==> config.mk <==
export PLATFORM = sky130hd
export DESIGN_NAME = pipeline_stall_ctrl_flat
export DESIGN_NICKNAME = d
export VERILOG_FILES = /design/src/rtl/pipeline_stall_ctrl_pkg.sv /design/src/rtl/pipeline_stall_ctrl_if.sv /design/src/rtl/pipeline_stall_ctrl_hazard_need.sv /design/src/rtl/pipeline_stall_ctrl.sv /design/src/flat_wrapper.sv
export SDC_FILE = /design/constraint.sdc
export NUM_CORES = 1
export LEC_CHECK = 0
export CAP_MARGIN = 10
export CORE_UTILIZATION = 38
export CTS_CLUSTER_DIAMETER = 50
export CTS_CLUSTER_SIZE = 16
export DETAILED_ROUTE_END_ITERATION = 10
export PLACE_DENSITY = 0.93
export SLEW_MARGIN = 10
export SYNTH_ARGS = -nofsm -noshare
export SYNTH_HDL_FRONTEND = slang
export SYNTH_SLANG_ARGS = --single-unit
==> constraint.sdc <==
create_clock -name clk -period 4.3 [get_ports clk]
set_input_delay 0.43 -clock clk [delete_from_list [all_inputs] [get_ports clk]]
set_output_delay 0.43 -clock clk [all_outputs]
set_load 0.05 [all_outputs]
==> src/rtl/pipeline_stall_ctrl_pkg.sv <==
// pipe_ctrl_pkg: shared types and helpers for the pipeline stall/flush sequencer.
//   state_e  : sequencer FSM states (RUN, STALL, MD_WAIT); encodings are visible on
//              the debug state output.
//   need_e   : number of stall cycles a hazard requires before ID may advance.
//   regMatch : true when a producer register feeds the ID instruction's sources.
package pipe_ctrl_pkg;

  localparam int REG_W = 5;

  typedef enum logic [1:0] {
    ST_RUN     = 2'd0,
    ST_STALL   = 2'd1,
    ST_MD_WAIT = 2'd2
  } state_e;

  typedef enum logic [1:0] {
    NEED_NONE = 2'd0,
    NEED_ONE  = 2'd1,
    NEED_TWO  = 2'd2
  } need_e;

  // Register 0 is hardwired to zero, so a write to it never creates a dependency.
  // rt only counts when the ID instruction actually reads it.
  function automatic logic regMatch(input logic [REG_W-1:0] r,
                                    input logic [REG_W-1:0] rs,
                                    input logic [REG_W-1:0] rt,
                                    input logic             usesRt);
    return (r != '0) && ((r == rs) || (usesRt && (r == rt)));
  endfunction

endpackage

==> src/rtl/pipeline_stall_ctrl_if.sv <==
// pipeline_stall_ctrl_if: bundle between the ID stage datapath and the stall sequencer.
//   Pipeline -> controller : id_rs, id_rt, id_uses_rt, id_is_branch, id_is_muldiv,
//                            branch_taken, ex_memread, ex_regwrite, ex_dst,
//                            mem_memread, mem_dst, md_done
//   Controller -> pipeline : pc_we, ifid_we, idex_bubble, ifid_flush, md_start,
//                            md_timeout, state, stall_cycles, md_cycles
//   master modport: pipeline side; slave modport: stall controller.
interface pipeline_stall_ctrl_if #(
  parameter int CNT_W = 16
);
  import pipe_ctrl_pkg::*;

  logic [REG_W-1:0] id_rs;
  logic [REG_W-1:0] id_rt;
  logic             id_uses_rt;
  logic             id_is_branch;
  logic             id_is_muldiv;
  logic             branch_taken;
  logic             ex_memread;
  logic             ex_regwrite;
  logic [REG_W-1:0] ex_dst;
  logic             mem_memread;
  logic [REG_W-1:0] mem_dst;
  logic             md_done;

  logic             pc_we;
  logic             ifid_we;
  logic             idex_bubble;
  logic             ifid_flush;
  logic             md_start;
  logic             md_timeout;
  state_e           state;
  logic [CNT_W-1:0] stall_cycles;
  logic [CNT_W-1:0] md_cycles;

  modport master (
    output id_rs, id_rt, id_uses_rt, id_is_branch, id_is_muldiv, branch_taken,
           ex_memread, ex_regwrite, ex_dst, mem_memread, mem_dst, md_done,
    input  pc_we, ifid_we, idex_bubble, ifid_flush, md_start, md_timeout,
           state, stall_cycles, md_cycles
  );

  modport slave (
    input  id_rs, id_rt, id_uses_rt, id_is_branch, id_is_muldiv, branch_taken,
           ex_memread, ex_regwrite, ex_dst, mem_memread, mem_dst, md_done,
    output pc_we, ifid_we, idex_bubble, ifid_flush, md_start, md_timeout,
           state, stall_cycles, md_cycles
  );

endinterface

==> src/rtl/pipeline_stall_ctrl_hazard_need.sv <==
// hazard_need: purely combinational classification of ID-stage hazards that the
// forwarding network cannot hide.
//   i_idRs, i_idRt, i_idUsesRt : ID source registers and whether rt is read
//   i_idIsBranch               : ID holds a branch resolved in ID
//   i_exMemread, i_exDst       : load in EX and its destination
//   i_memMemread, i_memDst     : load in MEM and its destination
//   o_need                     : stall cycles required (NEED_NONE/ONE/TWO)
module hazard_need
  import pipe_ctrl_pkg::*;
(
  input  logic [REG_W-1:0] i_idRs,
  input  logic [REG_W-1:0] i_idRt,
  input  logic             i_idUsesRt,
  input  logic             i_idIsBranch,
  input  logic             i_exMemread,
  input  logic [REG_W-1:0] i_exDst,
  input  logic             i_memMemread,
  input  logic [REG_W-1:0] i_memDst,
  output need_e            o_need
);

  logic w_exMatch;
  logic w_memMatch;

  assign w_exMatch  = regMatch(i_exDst,  i_idRs, i_idRt, i_idUsesRt);
  assign w_memMatch = regMatch(i_memDst, i_idRs, i_idRt, i_idUsesRt);

  // A branch compares in ID, so it needs load data one stage earlier than an ALU
  // op: a load in EX costs it two bubbles, a load in MEM one. ALU results from EX
  // are forwarded to the branch comparator and never stall.
  always_comb begin
    o_need = NEED_NONE;
    if (i_idIsBranch && i_exMemread && w_exMatch) begin
      o_need = NEED_TWO;
    end else if ((i_exMemread && w_exMatch) ||
                 (i_idIsBranch && i_memMemread && w_memMatch)) begin
      o_need = NEED_ONE;
    end
  end

endmodule

==> src/rtl/pipeline_stall_ctrl.sv <==
// pipeline_stall_ctrl: stall/flush sequencer for the 5-stage pipeline, next to the
// ID-stage forwarding logic. Stalls on load-use and branch-on-load hazards, runs the
// multi-cycle mul/div start/done handshake with a timeout, and drives the PC and
// IF-ID write enables, the ID-EX bubble and the IF-ID flush.
//   clk, reset : pipeline clock, asynchronous active-high reset
//   bus        : pipeline_stall_ctrl_if slave modport (hazard inputs, control outputs,
//                debug state and statistics)
// Parameters: MD_TIMEOUT (max MD_WAIT cycles before forced release), CNT_W (stat width).
// Build option: define STALL_STATS_EN to enable the saturating stall_cycles and
// md_cycles counters; otherwise both outputs are tied to zero.
module pipeline_stall_ctrl
  import pipe_ctrl_pkg::*;
#(
  parameter int MD_TIMEOUT = 64,
  parameter int CNT_W      = 16
) (
  input logic                  clk,
  input logic                  reset,
  pipeline_stall_ctrl_if.slave bus
);

  localparam int MD_CNT_W = $clog2(MD_TIMEOUT + 1);

  state_e              r_state;
  state_e              w_nextState;
  logic [MD_CNT_W-1:0] r_mdCnt;
  logic                r_mdTimeout;
  need_e               w_need;
  logic                w_stall;
  logic                w_mdStart;
  logic                w_flush;
  logic                w_mdExpire;
  logic                w_mdLast;
  logic                w_unusedRegwrite;

  // EX ALU results reach ID through forwarding, so ex_regwrite never causes a stall.
  assign w_unusedRegwrite = bus.ex_regwrite;

  hazard_need u_hazardNeed (
    .i_idRs       (bus.id_rs),
    .i_idRt       (bus.id_rt),
    .i_idUsesRt   (bus.id_uses_rt),
    .i_idIsBranch (bus.id_is_branch),
    .i_exMemread  (bus.ex_memread),
    .i_exDst      (bus.ex_dst),
    .i_memMemread (bus.mem_memread),
    .i_memDst     (bus.mem_dst),
    .o_need       (w_need)
  );

  assign w_mdLast = (r_mdCnt == MD_CNT_W'(MD_TIMEOUT - 1));

  always_ff @(posedge clk or posedge reset) begin
    if (reset) begin
      r_state <= ST_RUN;
    end else begin
      r_state <= w_nextState;
    end
  end

  // A single-bubble hazard stays in RUN and re-evaluates next cycle; only the
  // two-bubble branch-on-load case needs the extra STALL state.
  always_comb begin
    w_nextState = r_state;
    case (r_state)
      ST_RUN: begin
        if (w_need == NEED_TWO) begin
          w_nextState = ST_STALL;
        end else if ((w_need == NEED_NONE) && bus.id_is_muldiv) begin
          w_nextState = ST_MD_WAIT;
        end
      end
      ST_STALL: w_nextState = ST_RUN;
      ST_MD_WAIT: begin
        if (bus.md_done || w_mdLast) begin
          w_nextState = ST_RUN;
        end
      end
      default: w_nextState = ST_RUN;
    endcase
  end

  // Mealy outputs in RUN so a hazard stalls in the same cycle it is seen.
  // Hazard stalls take priority over launching a mul/div.
  always_comb begin
    w_stall    = 1'b0;
    w_mdStart  = 1'b0;
    w_flush    = 1'b0;
    w_mdExpire = 1'b0;
    case (r_state)
      ST_RUN: begin
        if (w_need != NEED_NONE) begin
          w_stall = 1'b1;
        end else if (bus.id_is_muldiv) begin
          w_mdStart = 1'b1;
          w_stall   = 1'b1;
        end else begin
          w_flush = bus.branch_taken;
        end
      end
      ST_STALL: w_stall = 1'b1;
      ST_MD_WAIT: begin
        if (!bus.md_done) begin
          if (w_mdLast) begin
            w_mdExpire = 1'b1;
          end else begin
            w_stall = 1'b1;
          end
        end
      end
      default: w_stall = 1'b0;
    endcase
  end

  // The wait counter restarts whenever MD_WAIT is not continuing, so it is zero on
  // entry without a separate clear path.
  always_ff @(posedge clk or posedge reset) begin
    if (reset) begin
      r_mdCnt     <= '0;
      r_mdTimeout <= 1'b0;
    end else begin
      if ((r_state == ST_MD_WAIT) && w_stall) begin
        r_mdCnt <= r_mdCnt + MD_CNT_W'(1);
      end else begin
        r_mdCnt <= '0;
      end
      if (w_mdExpire) begin
        r_mdTimeout <= 1'b1;
      end
    end
  end

`ifdef STALL_STATS_EN
  logic [CNT_W-1:0] r_stallCycles;
  logic [CNT_W-1:0] r_mdCycles;

  always_ff @(posedge clk or posedge reset) begin
    if (reset) begin
      r_stallCycles <= '0;
      r_mdCycles    <= '0;
    end else begin
      if (w_stall && (r_stallCycles != {CNT_W{1'b1}})) begin
        r_stallCycles <= r_stallCycles + CNT_W'(1);
      end
      if ((r_state == ST_MD_WAIT) && (r_mdCycles != {CNT_W{1'b1}})) begin
        r_mdCycles <= r_mdCycles + CNT_W'(1);
      end
    end
  end

  assign bus.stall_cycles = r_stallCycles;
  assign bus.md_cycles    = r_mdCycles;
`else
  assign bus.stall_cycles = {CNT_W{1'b0}};
  assign bus.md_cycles    = {CNT_W{1'b0}};
`endif

  // While reset is held the pipeline is frozen and the IF-ID slot is squashed.
  assign bus.pc_we       = !reset && !w_stall;
  assign bus.ifid_we     = !reset && !w_stall;
  assign bus.idex_bubble = reset || w_stall;
  assign bus.ifid_flush  = reset || w_flush;
  assign bus.md_start    = !reset && w_mdStart;
  assign bus.md_timeout  = r_mdTimeout;
  assign bus.state       = r_state;

endmodule

==> src/flat_wrapper.sv <==
// flat-port wrapper written by rule: the top's interface ports become plain ports
module pipeline_stall_ctrl_flat import pipe_ctrl_pkg::*;
#(
  parameter int MD_TIMEOUT = 64,
  parameter int CNT_W      = 16
)
  (clk, reset, bus_id_rs, bus_id_rt, bus_id_uses_rt, bus_id_is_branch, bus_id_is_muldiv, bus_branch_taken, bus_ex_memread, bus_ex_regwrite, bus_ex_dst, bus_mem_memread, bus_mem_dst, bus_md_done, bus_pc_we, bus_ifid_we, bus_idex_bubble, bus_ifid_flush, bus_md_start, bus_md_timeout, bus_state, bus_stall_cycles, bus_md_cycles);
  pipeline_stall_ctrl_if #(.CNT_W(CNT_W)) bus_i ();
  input logic clk;
  input logic reset;
  input wire logic [$bits(bus_i.id_rs)-1:0] bus_id_rs;
  input wire logic [$bits(bus_i.id_rt)-1:0] bus_id_rt;
  input wire logic [$bits(bus_i.id_uses_rt)-1:0] bus_id_uses_rt;
  input wire logic [$bits(bus_i.id_is_branch)-1:0] bus_id_is_branch;
  input wire logic [$bits(bus_i.id_is_muldiv)-1:0] bus_id_is_muldiv;
  input wire logic [$bits(bus_i.branch_taken)-1:0] bus_branch_taken;
  input wire logic [$bits(bus_i.ex_memread)-1:0] bus_ex_memread;
  input wire logic [$bits(bus_i.ex_regwrite)-1:0] bus_ex_regwrite;
  input wire logic [$bits(bus_i.ex_dst)-1:0] bus_ex_dst;
  input wire logic [$bits(bus_i.mem_memread)-1:0] bus_mem_memread;
  input wire logic [$bits(bus_i.mem_dst)-1:0] bus_mem_dst;
  input wire logic [$bits(bus_i.md_done)-1:0] bus_md_done;
  output wire logic [$bits(bus_i.pc_we)-1:0] bus_pc_we;
  output wire logic [$bits(bus_i.ifid_we)-1:0] bus_ifid_we;
  output wire logic [$bits(bus_i.idex_bubble)-1:0] bus_idex_bubble;
  output wire logic [$bits(bus_i.ifid_flush)-1:0] bus_ifid_flush;
  output wire logic [$bits(bus_i.md_start)-1:0] bus_md_start;
  output wire logic [$bits(bus_i.md_timeout)-1:0] bus_md_timeout;
  output wire logic [$bits(bus_i.state)-1:0] bus_state;
  output wire logic [$bits(bus_i.stall_cycles)-1:0] bus_stall_cycles;
  output wire logic [$bits(bus_i.md_cycles)-1:0] bus_md_cycles;
  assign bus_i.id_rs = bus_id_rs;
  assign bus_i.id_rt = bus_id_rt;
  assign bus_i.id_uses_rt = bus_id_uses_rt;
  assign bus_i.id_is_branch = bus_id_is_branch;
  assign bus_i.id_is_muldiv = bus_id_is_muldiv;
  assign bus_i.branch_taken = bus_branch_taken;
  assign bus_i.ex_memread = bus_ex_memread;
  assign bus_i.ex_regwrite = bus_ex_regwrite;
  assign bus_i.ex_dst = bus_ex_dst;
  assign bus_i.mem_memread = bus_mem_memread;
  assign bus_i.mem_dst = bus_mem_dst;
  assign bus_i.md_done = bus_md_done;
  assign bus_pc_we = bus_i.pc_we;
  assign bus_ifid_we = bus_i.ifid_we;
  assign bus_idex_bubble = bus_i.idex_bubble;
  assign bus_ifid_flush = bus_i.ifid_flush;
  assign bus_md_start = bus_i.md_start;
  assign bus_md_timeout = bus_i.md_timeout;
  assign bus_state = bus_i.state;
  assign bus_stall_cycles = bus_i.stall_cycles;
  assign bus_md_cycles = bus_i.md_cycles;
  pipeline_stall_ctrl #(.MD_TIMEOUT(MD_TIMEOUT), .CNT_W(CNT_W)) u_core (.clk(clk), .reset(reset), .bus(bus_i));
endmodule
=== After elaboration in Yosys (flattened, before gate mapping) ===
Index checks and enable logic that the tools add are counted.

* Output and inout bits: 40
* Logic and storage cells: 61
* Input port bits: 30
* Register bits: 10

* Add/sub/neg operators: 1
* Eq/ne operators: 10
* Multiplexer cells: 20
* Reduce and logical (&&, ||, !) cells: 27

{| class="wikitable"
|+ Operators by type and width
! operator !! number
|-
| equality test 5 bit || 4
|-
| logical AND 1 bit || 13
|-
| 2-to-1 mux 1 bit || 13
|-
| nonzero test 5 bit || 2
|-
| 2-to-1 mux 2 bit || 4
|-
| adder 7 x 1 -> 7 bit (second input constant) || 1
|-
| equality test 7 x 6 -> 1 bit (second input constant) || 1
|-
| 2-to-1 mux 7 bit || 1
|-
| logical OR 1 bit || 6
|-
| equality test 2 bit (second input constant) || 2
|-
| zero test 2 bit || 2
|-
| case mux 2 bit (2 select lines) || 1
|-
| inequality test 3 x 1 -> 1 bit (second input constant) || 1
|-
| case mux 1 bit (3 select lines) || 1
|-
| equality test 2 x 1 -> 1 bit (second input constant) || 1
|-
| zero test 1 bit || 2
|-
| inequality test 2 x 1 -> 1 bit (second input constant) || 1
|-
| AND reduction 2 bit || 1
|-
| nonzero test 2 bit || 1
|}

=== Depth between registers and ports, before layout ===
Gate-level depths: netlist of run 1.

* Word-level depth: 13
* Mapped depth: 7

=== Cells and area by module ===
From an unflattened synthesis of run 1, not the netlist that was laid out.

* Cells, all modules: 121
* Area, all modules: 1,021.0 um2

{| class="wikitable"
|+ Modules (own cells, without submodules)
! module !! area each (um2) !! cells each !! instances
|-
| pipeline_stall_ctrl || 748.2 || 85 || 1
|-
| hazard_need || 272.8 || 36 || 1
|}

=== Worst setup path after synthesis of run 1 ===
OpenSTA, ideal clock, no wires.

* Kind: input -> output
* Start point: input port bus_mem_dst[0]
* End point: output port bus_pc_we
* Required time: 3.870 ns
* Stages: 5
* Path buffers: 1
* Arrival time: 2.088 ns
* Path slack: 1.782 ns
* Path through: or3_1 o311a_1 a32oi_2 a22o_1 buf_4

* Longest elaborated chain between the ends: 13
* Elaborated cells between the ends (all ways): 15

{| class="wikitable"
|+ RTL lines
! element !! line !! text
|-
| start, declared || flat_wrapper.sv:21 || <nowiki>input wire logic [$bits(bus_i.mem_dst)-1:0] bus_mem_dst;</nowiki>
|-
| equality test 5 bit || pipeline_stall_ctrl_pkg.sv:28 || <nowiki>return (r != '0) && ((r == rs) || (usesRt && (r == rt)));</nowiki>
|-
| logical AND 1 bit || pipeline_stall_ctrl_pkg.sv:28 ||
|-
| logical OR 1 bit || pipeline_stall_ctrl_pkg.sv:28 ||
|-
| logical AND 1 bit * || pipeline_stall_ctrl_pkg.sv:28 ||
|-
| logical AND 1 bit * || pipeline_stall_ctrl_hazard_need.sv:36 || <nowiki>(i_idIsBranch && i_memMemread && w_memMatch)) begin</nowiki>
|-
| logical OR 1 bit * || pipeline_stall_ctrl_hazard_need.sv:35 || <nowiki>end else if ((i_exMemread && w_exMatch) ||</nowiki>
|-
| 2-to-1 mux 1 bit * || pipeline_stall_ctrl_hazard_need.sv:35 ||
|-
| 2-to-1 mux 2 bit * || pipeline_stall_ctrl_hazard_need.sv:33 || <nowiki>if (i_idIsBranch && i_exMemread && w_exMatch) begin</nowiki>
|-
| nonzero test 2 bit * || pipeline_stall_ctrl.sv:92 || <nowiki>if (w_need != NEED_NONE) begin</nowiki>
|-
| 2-to-1 mux 1 bit * || pipeline_stall_ctrl.sv:92 ||
|-
| case mux 1 bit (3 select lines) * || pipeline_stall_ctrl.sv:90 || <nowiki>case (r_state)</nowiki>
|-
| zero test 1 bit * || -- ||
|-
| logical AND 1 bit * || -- ||
|-
| end, declared || flat_wrapper.sv:23 || <nowiki>output wire logic [$bits(bus_i.pc_we)-1:0] bus_pc_we;</nowiki>
|}

Every way passes the cells marked *; elsewhere a longest branch is shown, timed or not.

=== Final worst setup path of run 1 ===
* Start point: input port bus_mem_dst[0]
* End point: output port bus_md_start

* Longest elaborated chain between the ends: 12
* Elaborated cells between the ends (all ways): 14

{| class="wikitable"
|+ RTL lines
! element !! line !! text
|-
| equality test 5 bit || pipeline_stall_ctrl_pkg.sv:28 ||
|-
| logical AND 1 bit || pipeline_stall_ctrl_pkg.sv:28 ||
|-
| logical OR 1 bit || pipeline_stall_ctrl_pkg.sv:28 ||
|-
| logical AND 1 bit * || pipeline_stall_ctrl_pkg.sv:28 ||
|-
| logical AND 1 bit * || pipeline_stall_ctrl_hazard_need.sv:36 ||
|-
| logical OR 1 bit * || pipeline_stall_ctrl_hazard_need.sv:35 ||
|-
| 2-to-1 mux 1 bit * || pipeline_stall_ctrl_hazard_need.sv:35 ||
|-
| 2-to-1 mux 2 bit * || pipeline_stall_ctrl_hazard_need.sv:33 ||
|-
| nonzero test 2 bit * || pipeline_stall_ctrl.sv:92 ||
|-
| 2-to-1 mux 1 bit * || pipeline_stall_ctrl.sv:92 ||
|-
| 2-to-1 mux 1 bit * || pipeline_stall_ctrl.sv:90 ||
|-
| logical AND 1 bit * || pipeline_stall_ctrl.sv:163 || <nowiki>assign bus.md_start = !reset && w_mdStart;</nowiki>
|-
| end, declared || flat_wrapper.sv:27 || <nowiki>output wire logic [$bits(bus_i.md_start)-1:0] bus_md_start;</nowiki>
|}

Marks and branches as above.

==> impl_metrics.py, run 1 <==
metrics = {
    "status": {
        "status": "finished with violations",
        "failed_checks": "design-rule violations",
    },
    "power_and_ir_drop": {
        "ir_worst_vdd_v": 0.0001965,
        "total_leakage_power_nw": 0.5767,
        "power.total_mw": 0.3655,
        "power_density_normalized_to_cell_area_nw_per_um2": 281.7,
    },
    "worst_setup_path": {
        "worstSetupStartpoint": "bus_mem_dst[0]",
        "critPathCaptureType": "primary output",
        "category_of_the_most_critical_setup_path": "in -> out",
        "worst_ep_required_time_ns": 3.87,
        "rr_startpoint": "u_core.r_mdCnt[0]",
        "cp.arrival_ns": 2.93,
        "critical_path_peak_fanout": 5,
        "worstSetupStartpointType": "input pin",
    },
    "synth": {
        "synth.mux.area_fraction": 0,
        "synth_seq_area_share": 0.2516,
        "synth_xor_area_frac": 0.2113,
        "synth_seq_cells": 10,
        "synth_top_family_by_area": "buffers and inverters",
        "postSynthAreaPerCell_um2": 8.650,
        "synth-warning-count": 0,
        "synth.cell_area_um2": 994.7,
        "synth_cell_type_count": 27,
        "yosys.area_share.simple": 0.1761,
        "synth_fa_ha_area_frac": 0.01258,
        "number_of_cells_produced_by_synthesis": 115,
        "synth-compound-area-share": 0.08805,
    },
    "clock_tree": {
        "post_cts.repair.setup_buffers": 0,
        "worst_skew_pair_latency_ns": 0.26,
        "cts_inserted_buffers": 3,
        "cts.hold.buffers_added": 0,
        "cts_root_buffer": "clkbuf_4",
        "ctsLongestPathBuffers": 2,
        "cts_sinks": 10,
        "clkTransAtPathRegs_ns": 0.07,
        "cts_htree_levels": 1,
        "cts_tree": "yes",
        "post_cts_resized": 0,
    },
    "timing": {
        "maxClockFrequency_mhz": 297.8,
        "report.final.hold_viol_count": 0,
        "final_critical_path_setup_slack_ns": 0.9424,
        "slew_viol_final": 0,
        "worst_pin_slew_ns": 0.4999,
        "final_setup_violating_endpoints": 0,
        "slew_headroom": 0.6657,
        "finalCriticalPeriod_ns": 3.358,
        "timing.clock.skew_ns": 0.005574,
        "final_min_period_over_clock_period": 0.7808,
        "grt_setup_unrepaired": "no",
        "timing.setup.tns_ns": 0,
    },
    "grt": {
        "via_count_of_the_first_global_routing_pass": 773,
        "globalRoute.totalOverflow": 0,
        "grt_antenna_before_repair": 0,
        "grt_pass1_wl_um": 3132,
        "globalRouteTotalUtil": 0.1520,
        "grt_max_degree": 12,
    },
    "final_layout": {
        "final_layout_size_suffix_gt1_frac": 0.04575,
        "num_antenna_cells": 0,
        "layout_commonest_cell": "clkdlybuf4s50_1",
        "flow.area_growth_from_synthesis_pct": 30.44,
        "final_net_count": 185,
        "layout.cells.non_filler": 183,
        "non_filler_cell_area_final_um2": 1297,
        "mostFrequentLayoutCells": "clkdlybuf4s50_1, conb_1, xnor2_1",
    },
    "detailed_routing": {
        "drt_iter0_markers": 16,
        "route.detailed.drc": 1,
        "postRouteAntennaNets": 0,
        "route.detailed.vias_per_inst": 4.443,
        "post_drt_wl_per_cell_um": 10.07,
        "drt_wl_total_um": 1843,
        "vias": 813,
        "drt_pre_antenna_iters": 7,
    },
    "job": {
        "drv_cap": 0,
    },
    "placement": {
        "finalWeightedCongestion": 0.7524,
        "dp.final_hpwl_um": 1609,
        "dp_cells": 179,
        "dpl_worst_slack_ns": 0.9405,
        "placement.cell_area_um2": 1261,
        "placement.io_buffers": 36,
    },
    "hold_path": {
        "beginning_of_the_worst_hold_path": "u_core.r_mdCnt[0]",
        "worstHoldPathType": "reg -> reg",
    },
    "die": {
        "fp.dieH_um": 53.16,
        "boundaryPins": 70,
        "num_rows": 18,
        "die_area_um2": 2826,
        "fp.dieW_um": 53.16,
        "core_um2": 2477,
        "effective_utilization_at_floorplan": 0.4015,
    },
}
-- sequential cells by signal, indices dropped and copies added, names as in the netlist --
register	count
u_core.bus.md_timeout	1
u_core.bus.state	2
u_core.r_mdCnt	7
-- power by group --
part	total, mW	switching [mW]	internal [mW]
Combinational	0.182	0.123	0.0583
Clock	0.0826	0.0312	0.0514
Sequential	0.101	0.00366	0.0977
Total	0.365	0.158	0.207
-- metal layers --
layer  track usage  share of wire
met5             0              0
met4       0.05263          0.017
met3       0.02586          0.079
met2        0.2911           0.52
met1        0.1641           0.38
-- path summary, 6_finish.rpt --
path	end	slack [ns]	cells after the start
worst max-delay path	bus_md_start	0.94	6
worst min-delay path	u_core.r_mdCnt[0]	0.45	1
worst max register to register	u_core.r_mdCnt[1]	2.78	5
worst min register to register	u_core.r_mdCnt[0]	0.45	1
max in group asynchronous	u_core.r_mdCnt[2]	3.47	2
min in group asynchronous	u_core.r_mdCnt[0]	0.55	2
-- final cells by class --
cell class | count | area [µm²]
flip-flops and latches | 10 | 250.2
clock buffers | 4 | 36.28
fillers | 246 | 1180
multi-input cells | 101 | 605.6
well taps | 30 | 37.54
repair buffers | 36 | 360.3
inverters | 2 | 7.507
-- synth_stat cells --
cell / n / area share
nand4_1: 2 / 0.013
or3_1: 1 / 0.0063
xor2_1: 1 / 0.0088
nor4_1: 1 / 0.0063
and4_1: 2 / 0.018
and2_1: 3 / 0.019
nor2_1: 10 / 0.038
nor3_1: 1 / 0.0050
and4b_1: 1 / 0.010
buf_4: 33 / 0.25
conb_1: 1 / 0.0038
nand3_1: 4 / 0.020
ha_1: 1 / 0.013
a31o_2: 1 / 0.0088
inv_1: 2 / 0.0075
xnor2_1: 23 / 0.20
a22o_1: 1 / 0.0088
dfrtp_1: 10 / 0.25
and3_1: 3 / 0.019
a32oi_2: 1 / 0.016
o311a_1: 1 / 0.010
a21o_1: 1 / 0.0075
o22ai_1: 2 / 0.013
a22oi_1: 1 / 0.0075
o21ai_0: 1 / 0.0050
nand2_1: 6 / 0.023
a41o_2: 1 / 0.011
-- worst max-delay path: stages --
cell and delay (ns):
clkdlybuf4s50_1 0.47, or3_1 0.40, o311a_1 0.30, a32oi_2 0.28, and4_1 0.24, clkdlybuf4s50_1 0.80
-- kinds of logic after synthesis --
logic type | after synthesis
other | 1
AND/OR/NAND/NOR | 34
buffers and inverters | 35
AO/OA/AOI/OAI | 10
XOR/XNOR | 24
adder cells (fa/ha/maj) | 1
flip-flops | 10
-- per-stage QoR --
stage               utilization  hold slack, ns
detailed placement       0.5091          0.4427
global route             0.5237          0.4689
CTS                      0.5237          0.4529
finish                   0.5237          0.4518
floorplan                     -          0.2755
global placement         0.5091          0.4406
Note: power is estimated with default switching activity, not from simulation.
==> inputs of run 2 (changes only) <==
--- a/config.mk
+++ b/config.mk
@@ -6,11 +6,11 @@
 export NUM_CORES = 1
 export LEC_CHECK = 0
 export CAP_MARGIN = 10
-export CORE_UTILIZATION = 38
+export CORE_UTILIZATION = 35
 export CTS_CLUSTER_DIAMETER = 50
 export CTS_CLUSTER_SIZE = 16
 export DETAILED_ROUTE_END_ITERATION = 10
-export PLACE_DENSITY = 0.93
+export PLACE_DENSITY = 0.88
 export SLEW_MARGIN = 10
 export SYNTH_ARGS = -nofsm -noshare
 export SYNTH_HDL_FRONTEND = slang
==> constraint.sdc (replaced) <==
create_clock -name clk -period 3.3 [get_ports clk]
set_input_delay 0.33 -clock clk [delete_from_list [all_inputs] [get_ports clk]]
set_output_delay 0.33 -clock clk [all_outputs]
set_load 0.05 [all_outputs]
==> run 2 against run 1 <==
Against the previous run:
- the flow now finishes without violations
- count of clock-buffer cells in the layout is the same
- critical path depth grew 1
- total power up 31%
- die area grew 8.3%
- via count fell by 0.62%
- non-clock buffer count stayed put
- global-route usage is 3.4 points lower
==> impl_metrics.py, run 2 (synthesized netlist as in run 1, its figures left out) <==
metrics = {
    "final_layout": {
        "mostFrequentLayoutCells": "conb_1, clkdlybuf4s50_1, xnor2_1",
        "final_net_count": 185,
        "non_filler_cell_area_final_um2": 1287,
        "largest_reg_flops": 7,
        "largest-register": "u_core.r_mdCnt",
        "final_layout_size_suffix_gt1_frac": 0.07190,
        "fill_cells": 253,
        "num_antenna_cells": 0,
        "flow.area_growth_from_synthesis_pct": 29.43,
    },
    "clock_tree": {
        "ctsLongestPathBuffers": 2,
        "post_cts_resized": 0,
        "cts_sinks": 10,
        "cts_root_buffer": "clkbuf_4",
        "cts_htree_levels": 1,
        "clkTransAtPathRegs_ns": 0.07,
        "cts.hold.buffers_added": 0,
        "cts_tree": "yes",
        "cts_inserted_buffers": 3,
        "worst_skew_pair_latency_ns": 0.26,
        "post_cts.repair.setup_buffers": 0,
    },
    "grt": {
        "grt_max_degree": 12,
        "grt_antenna_before_repair": 0,
        "grt_pass1_wl_um": 3001,
        "globalRouteTotalUtil": 0.1180,
        "via_count_of_the_first_global_routing_pass": 733,
        "globalRoute.totalOverflow": 0,
    },
    "worst_setup_path": {
        "worstSetupStartpointType": "flip-flop",
        "reg2reg_setup_slack_ns": 1.78,
        "rr_startpoint": "u_core.r_mdCnt[0]",
        "critPathCaptureType": "primary output",
        "cell_repeated_most_along_the_worst_path": "nor2_1",
        "worst_r2r_path_depth": 5,
        "r2r-end": "u_core.r_mdCnt[1]",
        "category_of_the_most_critical_setup_path": "reg -> out",
        "cp.arrival_ns": 2.67,
        "timing.critical_path.slowest_stage_cell": "clkdlybuf4s50_1",
        "critical_path_peak_fanout": 4,
        "worst_ep_required_time_ns": 2.97,
        "critical-path-max-stage-delay_ns": 0.83,
        "worstPathCellList": "ha_1, and3_1, and4b_1, nor2_1, nor2_1, a22oi_1, clkdlybuf4s50_1",
    },
    "die": {
        "die_area_um2": 3059,
        "boundaryPins": 70,
        "effective_utilization_at_floorplan": 0.3841,
        "fp.dieW_um": 55.31,
        "fp.dieH_um": 55.31,
        "core_um2": 2590,
        "num_rows": 18,
    },
    "power_and_ir_drop": {
        "power_density_normalized_to_cell_area_nw_per_um2": 370.8,
        "ir_worst_vdd_v": 0.0002476,
        "total_leakage_power_nw": 0.5818,
    },
    "timing": {
        "maxClockFrequency_mhz": 333.0,
        "grt_setup_unrepaired": "no",
        "final_min_period_over_clock_period": 0.9100,
        "timing.clock.skew_ns": 0.003049,
        "final_setup_violating_endpoints": 0,
        "slew_viol_final": 0,
        "report.final.hold_viol_count": 0,
        "timing.setup.tns_ns": 0,
        "finalCriticalPeriod_ns": 3.003,
    },
    "detailed_routing": {
        "drt_pre_antenna_iters": 4,
        "postRouteAntennaNets": 0,
        "vias": 808,
        "route.detailed.vias_per_inst": 4.415,
        "post_drt_wl_per_cell_um": 10.12,
        "route.detailed.drc": 0,
        "drt_wl_total_um": 1852,
        "drt_iter0_markers": 22,
    },
    "job": {
        "drv_cap": 0,
    },
    "placement": {
        "placement.io_buffers": 36,
        "finalWeightedCongestion": 0.7782,
        "placement.cell_area_um2": 1251,
        "dp.final_hpwl_um": 1646,
    },
    "status": {
        "status": "finished, final reports clean",
    },
    "hold_path": {
        "worstHoldPathType": "in -> async",
    },
}
==> run 2: changes by cell type in the layout (fill, tap and decap cells not counted) <==
cell             previous run  this run
buf_4                       0         4
clkdlybuf4s50_1            36        32
==> run 2: cell type report <==
| class | instances | area (µm²) | area share |
|---|---|---|---|
| Tap cell | 30 | 37.54 | 0.02915 |
| Timing Repair Buffer | 36 | 350.3 | 0.2721 |
| Inverter | 2 | 7.507 | 0.005831 |
| Clock buffer | 4 | 36.28 | 0.02818 |
| Sequential cell | 10 | 250.2 | 0.1944 |
| Multi-Input combinational cell | 101 | 605.6 | 0.4704 |
==> run 2: how the worst max path moves through the flow <==
stage	from	endpoint	slack, ns
2_1_floorplan	u_core.r_mdCnt[0]	bus_idex_bubble	0.92
3_3_place_gp	bus_mem_dst[0]	bus_idex_bubble	0.36
3_5_place_dp	bus_mem_dst[0]	bus_idex_bubble	0.35
4_1_cts	u_core.r_mdCnt[0]	bus_idex_bubble	0.30
5_1_grt	u_core.r_mdCnt[0]	bus_idex_bubble	0.14
6_report	u_core.r_mdCnt[0]	bus_idex_bubble	0.30
==> run 2: critical path, delay by kind of cell (launching register included) <==
family	cells	cell delay [ns]
buf+inv	1	0.83
fa+ha+maj	1	0.23
compound gates	1	0.20
flops	1	0.40
simple gates	4	0.75
==> run 2: stage by stage <==
| step | instances | power (mW) | setup WS [ns] | utilization | hold WS [ns] |
|---|---|---|---|---|---|
| 2_1_floorplan | 146 | 0.3322 | 0.9156 | - | 0.1755 |
| 3_3_place_gp | 179 | 0.3667 | 0.3589 | 0.4831 | 0.4406 |
| 3_5_place_dp | 179 | 0.3702 | 0.3481 | 0.4831 | 0.4510 |
| 4_1_cts | 183 | 0.4800 | 0.2951 | 0.4971 | 0.4505 |
| 5_1_grt | 183 | 0.5007 | 0.1352 | 0.4971 | 0.4768 |
| 6_report | 183 | 0.4774 | 0.2970 | 0.4971 | 0.4350 |
==> run 2: routing by layer <==
metal / track usage / up-vias / share of wire
met3: 0.02342 / 2 / 0.073
met4: 0.02143 / 0 / 0.0059
li1: - / 402 / -
met5: 0 / - / 0
met1: 0.1377 / 363 / 0.40
met2: 0.2220 / 41 / 0.52
==> run 2: where the power goes <==
part,internal [mW],total [mW],switching (mW),leakage [nW]
logic,0.0740,0.235,0.161,0.424
registers,0.127,0.132,0.00526,0.137
clock network,0.0670,0.110,0.0428,0.0210
total,0.268,0.477,0.209,0.582
==> inputs of run 3 (changes only) <==
--- a/config.mk
+++ b/config.mk
@@ -5,11 +5,11 @@
 export SDC_FILE = /design/constraint.sdc
 export NUM_CORES = 1
 export LEC_CHECK = 0
-export CAP_MARGIN = 10
 export CORE_UTILIZATION = 35
 export CTS_CLUSTER_DIAMETER = 50
 export CTS_CLUSTER_SIZE = 16
 export DETAILED_ROUTE_END_ITERATION = 10
+export MAX_ROUTING_LAYER = met4
 export PLACE_DENSITY = 0.88
 export SLEW_MARGIN = 10
 export SYNTH_ARGS = -nofsm -noshare
==> results of run 3 <==
Final layout, timing and power as in run 2 (identical DEF).
Main changes from that run: final weighted congestion in routability-driven placement 0.7782 -> 0.7889; overall routing resource usage 0.1180 -> 0.1213
